===== config.mk =====
export PLATFORM = sky130hd
export DESIGN_NAME = wave_dma_sched
export DESIGN_NICKNAME = d
export VERILOG_FILES = /design/src/rtl/wave_dma_sched.sv
export SDC_FILE = /design/constraint.sdc
export NUM_CORES = 1
export LEC_CHECK = 0
export BUFFER_PORTS_ARGS = -buffer_cell sky130_fd_sc_hd__buf_2
export CORE_UTILIZATION = 48
export DETAILED_ROUTE_END_ITERATION = 16
export HOLD_SLACK_MARGIN = 0.12
export PLACE_DENSITY_LB_ADDON = 0.08
export SYNTH_ARGS = -nofsm -noshare
export SYNTH_HDL_FRONTEND = slang
export SYNTH_SLANG_ARGS = --single-unit

===== constraint.sdc =====
create_clock -name clk_sys -period 7.4 [get_ports clk_sys]
set_input_delay 1.48 -clock clk_sys [delete_from_list [all_inputs] [get_ports clk_sys]]
set_output_delay 1.48 -clock clk_sys [all_outputs]
set_load 0.005 [all_outputs]

===== src/rtl/wave_dma_sched.sv =====
// wave_dma_sched: 8-channel wave DMA command scheduler, stops before triggers, round robin in each class.
// Optional drop counter is compiled only with WAVE_DMA_SCHED_DROP_CNT_EN defined.
module wave_dma_sched #(
   parameter int GAP = 4
) (
   input  logic         clk_sys,
   input  logic         reset,
   input  logic [7:0]   req_trig,
   input  logic [7:0]   req_stop,
   input  logic [127:0] req_addr,
   input  logic         dl_busy,
   output logic         O_DMA_TRIG,
   output logic         O_DMA_STOP,
   output logic [2:0]   O_DMA_CHAN,
   output logic [15:0]  O_DMA_ADDR,
   output logic [7:0]   pending,
   output logic         idle,
   output logic [15:0]  drop_cnt
);
   typedef enum logic [1:0] {S_IDLE, S_ISSUE, S_GAP} state_t;

   state_t           r_state, w_state_nxt;
   logic [7:0]       r_ptrig, r_pstop;
   logic [7:0][15:0] r_addr;
   logic [3:0]       r_cnt;
   logic [2:0]       r_ptr, w_sel;
   logic             r_busy;
   logic [7:0]       w_mask, w_clr_trig, w_clr_stop;
   logic             w_found, w_is_stop, w_go, w_issue, w_gap_done;

   // Search starts one past the last served channel; stops shadow triggers.
   always_comb begin
      w_is_stop = |r_pstop;
      w_mask    = w_is_stop ? r_pstop : r_ptrig;
      w_found   = 1'b0;
      w_sel     = r_ptr;
      for (int k = 1; k <= 8; k++) begin
         if (!w_found && w_mask[3'(r_ptr + 3'(k))]) begin
            w_found = 1'b1;
            w_sel   = 3'(r_ptr + 3'(k));
         end
      end
   end

   // r_busy stretches the inhibit one cycle past the falling edge of dl_busy.
   assign w_gap_done = (r_state == S_GAP) && (r_cnt == 4'(GAP - 1));
   assign w_go       = (|w_mask) && !dl_busy && !r_busy;
   assign w_issue    = w_go && ((r_state == S_IDLE) || w_gap_done);
   assign w_clr_trig = (w_issue && !w_is_stop) ? (8'b1 << w_sel) : 8'b0;
   assign w_clr_stop = (w_issue &&  w_is_stop) ? (8'b1 << w_sel) : 8'b0;

   always_comb begin
      w_state_nxt = r_state;
      case (r_state)
         S_IDLE:  if (w_issue) w_state_nxt = S_ISSUE;
         S_ISSUE: w_state_nxt = S_GAP;
         S_GAP:   if (w_gap_done) w_state_nxt = w_issue ? S_ISSUE : S_IDLE;
         default: w_state_nxt = S_IDLE;
      endcase
   end

   always_ff @(posedge clk_sys or posedge reset) begin
      if (reset) begin
         r_state    <= S_IDLE;
         r_cnt      <= 4'd0;
         r_ptr      <= 3'd7;
         r_busy     <= 1'b0;
         O_DMA_TRIG <= 1'b0;
         O_DMA_STOP <= 1'b0;
         O_DMA_CHAN <= 3'd0;
         O_DMA_ADDR <= 16'd0;
      end else begin
         r_state    <= w_state_nxt;
         r_busy     <= dl_busy;
         r_cnt      <= (r_state == S_GAP) ? r_cnt + 4'd1 : 4'd0;
         O_DMA_TRIG <= w_issue && !w_is_stop;
         O_DMA_STOP <= w_issue &&  w_is_stop;
         if (w_issue) begin
            O_DMA_CHAN <= w_sel;
            r_ptr      <= w_sel;
            if (!w_is_stop) O_DMA_ADDR <= r_addr[w_sel];
         end
      end
   end

   // Clear of the served bit comes first so a same-edge request survives.
   always_ff @(posedge clk_sys or posedge reset) begin
      if (reset) begin
         r_ptrig <= 8'd0;
         r_pstop <= 8'd0;
         r_addr  <= '0;
      end else begin
         r_ptrig <= ((r_ptrig & ~w_clr_trig) | req_trig) & ~req_stop;
         r_pstop <= (r_pstop & ~w_clr_stop) | req_stop;
         for (int n = 0; n < 8; n++)
            if (req_trig[n] && !req_stop[n]) r_addr[n] <= req_addr[16*n +: 16];
      end
   end

   assign pending = r_ptrig | r_pstop;
   assign idle    = (r_state == S_IDLE) && !(|pending);

`ifdef WAVE_DMA_SCHED_DROP_CNT_EN
   logic [15:0] r_drop;
   logic [4:0]  w_drops;
   logic [16:0] w_drop_sum;

   // A trigger being served this edge is not a drop.
   always_comb begin
      w_drops = 5'd0;
      for (int n = 0; n < 8; n++) begin
         if (req_stop[n])
            w_drops = w_drops + 5'(r_ptrig[n] & ~w_clr_trig[n]) + 5'(req_trig[n]);
         else if (req_trig[n])
            w_drops = w_drops + 5'(r_ptrig[n] & ~w_clr_trig[n]);
      end
   end

   assign w_drop_sum = {1'b0, r_drop} + {12'd0, w_drops};

   always_ff @(posedge clk_sys or posedge reset) begin
      if (reset) r_drop <= 16'd0;
      else       r_drop <= w_drop_sum[16] ? 16'hFFFF : w_drop_sum[15:0];
   end

   assign drop_cnt = r_drop;
`else
   assign drop_cnt = 16'd0;
`endif

endmodule


==> results of run 1 <==
[power groups by stage]
| stage | Sequential (mW) | Combinational [mW] | Clock (mW) |
|---|---|---|---|
| 2_1_floorplan | 1.17 | 1.59 | 0 |
| 3_3_place_gp | 1.25 | 1.95 | 0 |
| 3_5_place_dp | 1.25 | 1.95 | 0 |
| 4_1_cts | 1.23 | 1.95 | 0.927 |
| 5_1_grt | 1.25 | 2.09 | 0.962 |
| 6_report | 1.23 | 1.95 | 0.907 |
[metal layers]
layer | track usage | share of wire | vias up
met3 | 0.0533 | 0.061 | 40
met1 | 0.359 | 0.44 | 3575
met2 | 0.426 | 0.47 | 306
li1 | - | - | 3267
met5 | 0 | 0.00091 | -
met4 | 0.104 | 0.028 | 4
[registers in the layout, indices dropped and copies added (netlist names)]
| register | cells |
|---|---|
| r_pstop | 8 |
| r_addr | 128 |
| r_ptr | 3 |
| r_ptrig | 8 |
| O_DMA_STOP | 1 |
| r_busy | 1 |
| O_DMA_CHAN | 3 |
| O_DMA_ADDR | 16 |
| r_cnt | 4 |
| O_DMA_TRIG | 1 |
| r_state | 2 |
[final timing paths]
kind,start,endpoint,slack (ns),cells past startpoint
worst max-delay path,r_ptr[0]$_DFFE_PP1P_,r_pstop[2]$_DFF_PP0_,1.64,10
worst min-delay path,r_cnt[0]$_DFF_PP0_,r_cnt[0]$_DFF_PP0_,0.46,1
worst max register to register,r_ptr[0]$_DFFE_PP1P_,r_pstop[2]$_DFF_PP0_,1.64,10
worst min register to register,r_cnt[0]$_DFF_PP0_,r_cnt[0]$_DFF_PP0_,0.46,1
max in group asynchronous,reset,r_addr[126]$_DFFE_PP0P_,5.09,3
min in group asynchronous,reset,r_addr[6]$_DFFE_PP0P_,1.15,2
[logic make-up (layout without fill, tap and decap cells)]
logic type / count (synthesis) / in the layout
xor gates and xnor gates: 6 / 6
other: 1 / 18
buffers and inverters: 104 / 253
and+or+nand+nor: 135 / 135
DFF: 175 / 175
AOI/OAI and AO/OA: 182 / 182
muxes: 196 / 196
adders and majority gates: 3 / 3
[per-stage QoR]
stage | utilization | hold slack [ns] | setup WS [ns]
floorplan | - | 0.433 | 1.18
global placement | 0.538 | 0.453 | 1.84
detailed placement | 0.538 | 0.460 | 1.73
CTS | 0.569 | 0.470 | 1.72
global route | 0.569 | 0.497 | 1.24
finish | 0.569 | 0.460 | 1.64
[layout by cell type, fill, tap and decap left out, types with 4 or more instances in the layout]
| cell type | n |
|---|---|
| sky130_fd_sc_hd__o221ai_1 | 19 |
| sky130_fd_sc_hd__a21o_1 | 15 |
| sky130_fd_sc_hd__or2_2 | 9 |
| sky130_fd_sc_hd__mux2i_1 | 39 |
| sky130_fd_sc_hd__inv_1 | 32 |
| sky130_fd_sc_hd__mux2_2 | 146 |
| sky130_fd_sc_hd__nand2b_1 | 11 |
| sky130_fd_sc_hd__o21ai_0 | 19 |
| sky130_fd_sc_hd__a21oi_1 | 22 |
| sky130_fd_sc_hd__nor2_2 | 4 |
| sky130_fd_sc_hd__o41ai_1 | 12 |
| sky130_fd_sc_hd__mux4_2 | 10 |
| sky130_fd_sc_hd__dfrtp_1 | 172 |
| sky130_fd_sc_hd__o2111ai_1 | 16 |
| sky130_fd_sc_hd__a211oi_1 | 4 |
| sky130_fd_sc_hd__nand2_1 | 46 |
| sky130_fd_sc_hd__nor4b_1 | 5 |
| sky130_fd_sc_hd__clkbuf_16 | 17 |
| sky130_fd_sc_hd__buf_4 | 12 |
| sky130_fd_sc_hd__nand3_1 | 5 |
| sky130_fd_sc_hd__nand4_1 | 7 |
| sky130_fd_sc_hd__o211ai_1 | 25 |
| sky130_fd_sc_hd__inv_6 | 4 |
| sky130_fd_sc_hd__buf_2 | 176 |
| sky130_fd_sc_hd__conb_1 | 16 |
| sky130_fd_sc_hd__o211ai_2 | 11 |
| sky130_fd_sc_hd__nor2_1 | 24 |
[area by class of cell]
class / count / area share
clock inverters: 15 / 0.0157
diodes: 2 / 0.000452
flip-flops and latches: 175 / 0.396
repair buffers: 188 / 0.0877
multi-input cells: 538 / 0.420
well taps: 265 / 0.0299
inverters: 33 / 0.0116
clock buffers: 17 / 0.0384
==> impl_metrics.tcl, run 1 <==
set metrics [dict create \
    totalNegativeSetupSlack_ns 0 \
    timing.final.crit_period_ns 5.76 \
    irDropWorstVdd_uv 303 \
    insertion_delay_ns 0.43 \
    gr-usage-all-layers 0.268 \
    antenna_left 0 \
    multi_input_area_um2 4650 \
    critPathCaptureType "register" \
    drive_gt1_frac 0.439 \
    worst-slew-pin-transition_ns 1.23 \
    critical_path_class "reg -> reg" \
    numClockSinks 175 \
    drt_first_iter_violations 554 \
    xor_xnor_share_of_the_synthesized_area 0.00629 \
    totalWireLength_um 26400 \
    synth.cells.most_frequent "172 x sky130_fd_sc_hd__dfrtp_1, 146 x sky130_fd_sc_hd__mux2_2, 46 x sky130_fd_sc_hd__nand2_1" \
    core_region_area_um2 19500 \
    leakage_power_of_the_design_nw 4.86 \
    combinational_family_with_the_most_area_after_synthesis "multiplexers" \
    setup_violating_endpoint_count_in_the_final_report 0 \
    critical-path-top-delay-family "simple AND/OR/NAND/NOR gates" \
    die_height_um 143 \
    stdcell_count 1233 \
    post-place-cells 1199 \
    power_report.internal_total_mw 2.33 \
    dp.final_hpwl_um 19000 \
    run_status "finished, final reports clean" \
    dr_total_vias 7192 \
    rsz0062_at_grt "false" \
    yosysTopAreaCellShare 0.451 \
    placement_rows 51 \
    cts_tree "yes" \
    synth.largest_area_cell "sky130_fd_sc_hd__dfrtp_1" \
    register_area_share_after_synthesis 0.459 \
    ctsHtreeMaxLevel 4 \
    grt_antenna_before_repair 4 \
    syn-cell-area_um2 9550 \
    post_synth_mux_area_share 0.239 \
    timing.final.max_slew_violations 0 \
    synth_simple_gate_area_frac 0.0792 \
    synthesis.yosys.warnings 0 \
    die_area_um2 20500 \
    postSynth.asyncResetShare 1.00 \
    post_drt_wl_per_cell_um 21.4 \
    area.growth.synth_to_final_pct 16.0 \
    fillers 1689 \
    crit_fanout 27 \
    area.sequential_um2 4380 \
    synthFlopType "sky130_fd_sc_hd__dfrtp_1" \
    initial_core_utilization 0.491 \
    fin_nets 1103 \
    p_sw_frac 0.430 \
    max_slew_headroom 0.182 \
    cts_inserted_buffers 17 \
    critical_path_required_ns 7.72 \
    syn_avg_cell_area_um2 11.9 \
    power.share.combinational 0.477 \
    post-route-drc-count 0 \
    ys_types 75 \
    count_of_max_cap_constraint_violations 0 \
    synth_fa_ha_area_frac 0.00393 \
    root_buffer "sky130_fd_sc_hd__clkbuf_16" \
    yosys.cell_count.top_type "sky130_fd_sc_hd__dfrtp_1" \
    cts-root-to-sink-buffers 2 \
    placement.cell_area_um2 10500 \
    critical-path-slowest-cell "sky130_fd_sc_hd__or2_1" \
    powerDensity_nw_per_um2 370 \
    port-buffer-count 176 \
    net-switching-power_mw 1.76 \
    crit_chain "inv_1 -> ha_1 -> nand2_1 -> o22ai_1 -> o22ai_2 -> or3_4 -> nor4_4 -> or2_1 -> nand4_1 -> a21o_1" \
    post-layout-total-power_mw 4.10 \
    grt_overflow_total 0 \
    ys_ff_latch 175 \
    cts_hold_buf 0 \
    fin_crit_sh 0.779 \
    grt_max_degree 73 \
    fmax_ghz 0.174 \
    drt-vias-per-instance 5.83 \
    fin_worst_skew_ns 0.00895 \
    post-cts-setup-buffers 0 \
    netlist_top_cells_area "sky130_fd_sc_hd__dfrtp_1 45%, sky130_fd_sc_hd__mux2_2 17%, sky130_fd_sc_hd__mux2i_1 4.1%" \
    floorplan.die.width_um 143 \
    weighted_congestion_reported_at_the_end_of_routability_driven_placement 0.889 \
    grt_pass1_vias 7059 \
    pwr-share-seq 0.301 \
    post_cts_resize_count 0 \
    number_of_enable_type_register_cells_in_the_synthesized_netlist 0 \
    cp.buffers_inverters 1 \
    worst_hold_path_type "reg -> reg" \
    max_stage_delay_ns 1.02 \
    grt_pass1_wl_um 40600 \
    design.portCount 193 \
    worstPathArrival_ns 6.08 \
    first_pass_iters 5 \
    power.share.clock 0.221 \
    hold_viol_final 0 \
    stdcell_area_um2 11100 \
    clkSlewWorstSetupHoldPaths_ns 0.07 \
    syn_inst 802 \
    timing.critical_path.from_type "register" \
    synth_compound_gate_area_share 0.152 \
]
(Power assumes the default switching activity.)
==> run 2, diff against run 1 <==
==> constraint.sdc (replaced) <==
create_clock -name clk_sys -period 5.5 [get_ports clk_sys]
set_input_delay 1.1 -clock clk_sys [delete_from_list [all_inputs] [get_ports clk_sys]]
set_output_delay 1.1 -clock clk_sys [all_outputs]
set_load 0.005 [all_outputs]
==> run 2 against run 1 <==
  * Utilization grew 0.66 points
  * Combinational power grew 35%
  * Register-to-register slack lost 0.67 ns
  * Critical path type unchanged
  * Clock-buffer cell count is the same
  * Die area is the same
  * Flip-flop and latch count is the same
  * Setup slack lost 0.67 ns
  * Cell count grew 0.81%
  * Worst hold slack lost 0.0015 ns
  * Cell area grew 1.2%
  * Clock skew is essentially flat
==> impl_metrics.tcl, run 2 (same netlist as run 1, synthesis figures left out) <==
set metrics [dict create \
    stdcell_count 1243 \
    rsz0062_at_grt "false" \
    design.portCount 193 \
    max_slew_headroom 0.218 \
    reg.largest.list "r_addr (128), O_DMA_ADDR (16)" \
    antenna_left 0 \
    drt_first_iter_violations 480 \
    pre_cts_slack_ns 0.967 \
    post-cts-setup-buffers 0 \
    grt_pass1_wl_um 40000 \
    cts_hold_buf 0 \
    cts_inserted_buffers 17 \
    totalNegativeSetupSlack_ns 0 \
    weighted_congestion_reported_at_the_end_of_routability_driven_placement 0.911 \
    final_common_cell "sky130_fd_sc_hd__buf_2" \
    numClockSinks 175 \
    gr-usage-all-layers 0.264 \
    totalWireLength_um 25700 \
    irDropWorstVdd_uv 359 \
    run_status "finished, final reports clean" \
    core_region_area_um2 19500 \
    cts_tree "yes" \
    post-route-drc-count 0 \
    dr_total_vias 7143 \
    post-place-cells 1210 \
    regToRegSetupSlack_ns 0.97 \
    timing.critical_path.from_type "register" \
    clkSlewWorstSetupHoldPaths_ns 0.07 \
    root_buffer "sky130_fd_sc_hd__clkbuf_16" \
    initial_core_utilization 0.491 \
    drive_gt1_frac 0.443 \
    multi_input_area_um2 4650 \
    critical_path_class "reg -> reg" \
    grt_pass1_vias 7032 \
    grt_overflow_total 0 \
    dp.final_hpwl_um 18600 \
    fin_worst_skew_ns 0.00942 \
    worstPathArrival_ns 4.82 \
    drt-vias-per-instance 5.75 \
    leakage_power_of_the_design_nw 4.93 \
    post-layout-total-power_mw 5.54 \
    area.growth.synth_to_final_pct 17.3 \
    fillers 1649 \
    setup_violating_endpoint_count_in_the_final_report 0 \
    floorplan.die.width_um 143 \
    worst-slew-pin-transition_ns 1.17 \
    postLayoutCoreUtil 0.576 \
    grt_antenna_before_repair 3 \
    hold_viol_final 0 \
    area.sequential_um2 4380 \
    critPathCaptureType "register" \
    worst_slack_ns 0.970 \
    worst_hold_path_type "reg -> reg" \
    stdcell_area_um2 11200 \
    timing.final.crit_period_ns 4.53 \
    grt_max_degree 176 \
    whs_ns 0.459 \
    fin_nets 1114 \
    most_used_cells_in_the_layout_excluding_fill_and_tap_cells "176 x sky130_fd_sc_hd__buf_2, 172 x sky130_fd_sc_hd__dfrtp_1, 146 x sky130_fd_sc_hd__mux2_2" \
    powerDensity_nw_per_um2 495 \
    largest_register_ffs 128 \
    placement_rows 51 \
    fmax_ghz 0.221 \
    die_area_um2 20500 \
    post_drt_wl_per_cell_um 20.7 \
    ctsHtreeMaxLevel 4 \
    top_register "r_addr" \
    cts-root-to-sink-buffers 2 \
    die_height_um 143 \
    insertion_delay_ns 0.43 \
    timing.final.max_slew_violations 0 \
    critical_path_required_ns 5.79 \
    fin_crit_sh 0.824 \
    count_of_max_cap_constraint_violations 0 \
    first_pass_iters 4 \
    crit_fanout 44 \
    post_cts_resize_count 0 \
    placement.cell_area_um2 10600 \
    port-buffer-count 176 \
]
-- run 2: cell count changes in the layout (fill, tap and decap cells not counted), moves of 2 or more --
cell | before | now
sky130_fd_sc_hd__inv_6 | 4 | 2
sky130_fd_sc_hd__nor2_2 | 4 | 2
sky130_fd_sc_hd__nor2_1 | 24 | 26
sky130_fd_sc_hd__buf_12 | 0 | 3
sky130_fd_sc_hd__inv_8 | 3 | 5
sky130_fd_sc_hd__buf_4 | 12 | 20
-- run 2: where the power goes --
part	internal, mW	switching, mW	leakage, nW	total (mW)
Combinational	1.11	1.53	2.53	2.64
Clock	0.657	0.587	0.299	1.24
Sequential	1.48	0.180	2.09	1.66
-- run 2: path summary, 6_finish.rpt --
| kind | start | endpoint | depth (start not counted) |
|---|---|---|---|
| setup / recovery | r_ptr[0]$_DFFE_PP1P_ | O_DMA_ADDR[15]$_DFFE_PP0P_ | 12 |
| hold / removal | r_cnt[0]$_DFF_PP0_ | r_cnt[0]$_DFF_PP0_ | 1 |
| setup reg to reg | r_ptr[0]$_DFFE_PP1P_ | O_DMA_ADDR[15]$_DFFE_PP0P_ | 12 |
| hold reg to reg | r_cnt[0]$_DFF_PP0_ | r_cnt[0]$_DFF_PP0_ | 1 |
| max in group asynchronous | reset | r_pstop[5]$_DFF_PP0_ | 3 |
| min in group asynchronous | reset | r_addr[18]$_DFFE_PP0P_ | 3 |
-- run 2: critical path: stages (launching register included) --
cell                       delay (ns)
sky130_fd_sc_hd__dfstp_2         0.77
sky130_fd_sc_hd__inv_1           0.11
sky130_fd_sc_hd__ha_1            0.27
sky130_fd_sc_hd__xnor2_2         0.29
sky130_fd_sc_hd__mux4_2          0.60
sky130_fd_sc_hd__o221ai_4        0.25
sky130_fd_sc_hd__nor2_1          0.08
sky130_fd_sc_hd__o311a_1         0.59
sky130_fd_sc_hd__o211ai_4        0.29
sky130_fd_sc_hd__buf_12          0.30
sky130_fd_sc_hd__mux2_2          0.37
sky130_fd_sc_hd__o211ai_1        0.30
sky130_fd_sc_hd__o211ai_1        0.15
-- run 2: layer usage --
metal / part of all wire / track usage
met5: 0.0010 / 0
met4: 0.018 / 0.0917
met3: 0.047 / 0.0540
met2: 0.48 / 0.414
met1: 0.46 / 0.362
-- run 2: area by class of cell --
type	instances	area share
Clock buffer	17	0.0380
Clock inverter	15	0.0170
Tap cell	265	0.0296
Timing Repair Buffer	199	0.0974
Sequential cell	175	0.391
Multi-Input combinational cell	538	0.415
Antenna cell	1	0.000223
Inverter	33	0.0114
==> run 3, diff against run 2 <==
==> constraint.sdc (replaced) <==
create_clock -name clk_sys -period 4.4 [get_ports clk_sys]
set_input_delay 0.88 -clock clk_sys [delete_from_list [all_inputs] [get_ports clk_sys]]
set_output_delay 0.88 -clock clk_sys [all_outputs]
set_load 0.005 [all_outputs]
==> run 3 against run 2 <==
  * Highest routed layer unchanged
  * Register-to-register slack got worse by 0.67 ns
  * Flip-flop and latch count did not move
  * Die area did not move
  * Critical endpoint is now O_DMA_ADDR[7]$_DFFE_PP0P_
  * Worst hold slack improved by 0.0078 ns
  * Cell count rose by 2.3%
  * Clock power rose by 21%
  * Sequential share of layout area fell by 0.72 points
  * Via count rose by 1.3%
  * Largest cell class unchanged
  * Power rose by 30%
  * Routed wire length fell by 1.7%
  * First-iteration DRC count fell by 13%
==> impl_metrics.tcl, run 3 (same netlist as run 1, synthesis figures left out) <==
set metrics [dict create \
    run_status "finished, final reports clean" \
    placement_rows 51 \
    post-route-drc-count 0 \
    dp.final_hpwl_um 18900 \
    holdCritStartpoint "r_cnt[0]$_DFF_PP0_" \
    stdcell_area_um2 11400 \
    pwr-share-seq 0.281 \
    worstPathArrival_ns 4.41 \
    power.share.clock 0.208 \
    die_area_um2 20500 \
    regToRegSetupSlack_ns 0.30 \
    net-switching-power_mw 2.94 \
    fin_worst_skew_ns 0.0177 \
    postLayoutCoreUtil 0.586 \
    core_region_area_um2 19500 \
    worst_slack_ns 0.303 \
    timing.rr.start "r_ptr[1]$_DFFE_PP1P_" \
    cts_inserted_buffers 17 \
    totalNegativeSetupSlack_ns 0 \
    grt_max_degree 80 \
    ctsHtreeMaxLevel 4 \
    irDropWorstVdd_uv 482 \
    leakage_power_of_the_design_nw 5.06 \
    gr-usage-all-layers 0.258 \
    placement.cell_area_um2 10800 \
    post_drt_wl_per_cell_um 19.9 \
    first_pass_iters 5 \
    insertion_delay_ns 0.44 \
    die_height_um 143 \
    fin_crit_sh 0.931 \
    crit_fanout 13 \
    weighted_congestion_reported_at_the_end_of_routability_driven_placement 0.898 \
    hold_path_sink "r_cnt[0]$_DFF_PP0_" \
    drive_gt1_frac 0.459 \
    powerDensity_nw_per_um2 630 \
    timing.final.max_slew_violations 0 \
    final_common_cell "sky130_fd_sc_hd__buf_2" \
    post_cts_resize_count 0 \
    pre_cts_slack_ns 0.332 \
    cts-root-to-sink-buffers 2 \
    critical_path_class "reg -> reg" \
    grt_pass1_wl_um 39300 \
    power.share.combinational 0.510 \
    post-cts-setup-buffers 0 \
    numClockSinks 175 \
    drt-vias-per-instance 5.69 \
    hold_depth 1 \
    worst_hold_path_type "reg -> reg" \
    whs_ns 0.467 \
    totalWireLength_um 25300 \
    port-buffer-count 176 \
    setup_violating_endpoint_count_in_the_final_report 0 \
    worstRegToRegCells 13 \
    dr_total_vias 7239 \
    worst-slew-pin-transition_ns 0.915 \
    p_sw_frac 0.409 \
    timing.critical_path.from_type "register" \
    power_report.internal_total_mw 4.25 \
    initial_core_utilization 0.491 \
    drt_first_iter_violations 416 \
    grt_overflow_total 0 \
    area.growth.synth_to_final_pct 19.5 \
    rsz0062_at_grt "false" \
    design.portCount 193 \
    largest_register_ffs 128 \
    clkSlewWorstSetupHoldPaths_ns 0.08 \
    grt_antenna_before_repair 4 \
    antenna_left 0 \
    worstReg2RegEnd "O_DMA_ADDR[7]$_DFFE_PP0P_" \
    reg.largest.list "r_addr (128), O_DMA_ADDR (16)" \
    top_register "r_addr" \
    timing.final.crit_period_ns 4.10 \
    critPathCaptureType "register" \
    root_buffer "sky130_fd_sc_hd__clkbuf_16" \
    cts_tree "yes" \
    floorplan.die.width_um 143 \
    hold_viol_final 0 \
    max_slew_headroom 0.389 \
    count_of_max_cap_constraint_violations 0 \
    most_used_cells_in_the_layout_excluding_fill_and_tap_cells "176 x sky130_fd_sc_hd__buf_2, 172 x sky130_fd_sc_hd__dfrtp_1, 146 x sky130_fd_sc_hd__mux2_2" \
    fin_nets 1142 \
    cts_hold_buf 0 \
    grt_pass1_vias 7105 \
    fmax_ghz 0.244 \
    critical_path_required_ns 4.71 \
]
-- run 3: cell count changes in the layout (fill, tap and decap cells not counted), sizes merged --
cell | before | now
bufinv | 1 | 0
diode | 1 | 2
clkinvlp | 2 | 1
buf | 199 | 227
inv | 39 | 41
-- run 3: metal layers --
layer / track usage / up-vias / wire [µm]
met5: 0 / - / 16
met4: 0.0753 / 4 / 460
met3: 0.0614 / 29 / 1540
met2: 0.412 / 246 / 12100
met1: 0.347 / 3606 / 11200
li1: - / 3354 / -
-- run 3: power by group through the flow --
stage / combinational, mW / sequential (mW) / clock (mW)
2_1_floorplan: 2.67 / 1.97 / 0
3_3_place_gp: 3.65 / 2.05 / 0
3_5_place_dp: 3.65 / 2.05 / 0
4_1_cts: 3.67 / 2.02 / 1.54
5_1_grt: 3.92 / 2.05 / 1.60
6_report: 3.67 / 2.02 / 1.50
-- run 3: how the worst max path moves through the flow --
stage,from,slack [ns],depth (start not counted),to
finish,r_ptr[1]$_DFFE_PP1P_,0.30,13,O_DMA_ADDR[7]$_DFFE_PP0P_
global route,r_pstop[1]$_DFF_PP0_,0.06,12,O_DMA_ADDR[13]$_DFFE_PP0P_
CTS,r_ptr[1]$_DFFE_PP1P_,0.31,13,O_DMA_ADDR[14]$_DFFE_PP0P_
detailed placement,r_ptr[1]$_DFFE_PP1P_,0.33,13,O_DMA_ADDR[7]$_DFFE_PP0P_
global placement,r_ptr[1]$_DFFE_PP1P_,0.37,13,O_DMA_ADDR[7]$_DFFE_PP0P_
floorplan,r_ptr[0]$_DFFE_PP1P_,0.38,14,O_DMA_ADDR[8]$_DFFE_PP0P_
-- run 3: worst max-delay path, cell delays in order (launching register included) --
cell and delay, ns:
sky130_fd_sc_hd__dfstp_2 0.53, sky130_fd_sc_hd__buf_4 0.22, sky130_fd_sc_hd__ha_1 0.30, sky130_fd_sc_hd__xor2_1 0.30, sky130_fd_sc_hd__nor2_1 0.08, sky130_fd_sc_hd__a22oi_1 0.23, sky130_fd_sc_hd__and4_1 0.39, sky130_fd_sc_hd__o21bai_1 0.15
sky130_fd_sc_hd__or4b_1 0.54, sky130_fd_sc_hd__o211ai_4 0.27, sky130_fd_sc_hd__buf_4 0.36, sky130_fd_sc_hd__mux2i_1 0.30, sky130_fd_sc_hd__mux2_2 0.20, sky130_fd_sc_hd__o211ai_2 0.07
-- run 3: final cells by class --
class / instances / area, µm²
repair buffers: 227 / 1330
inverters: 33 / 128
clock inverters: 15 / 163
flip-flops and latches: 175 / 4380
clock buffers: 17 / 425
multi-input cells: 538 / 4650
diodes: 2 / 5.00
fillers: 1686 / 8050
well taps: 265 / 332
-- run 3: through the flow --
| step | cells | total power, mW |
|---|---|---|
| final | 1272 | 7.19 |
| after global routing | 1270 | 7.57 |
| after CTS | 1270 | 7.23 |
| after detailed placement | 1238 | 5.71 |
| after global placement | 1238 | 5.70 |
| after floorplan | 817 | 4.64 |
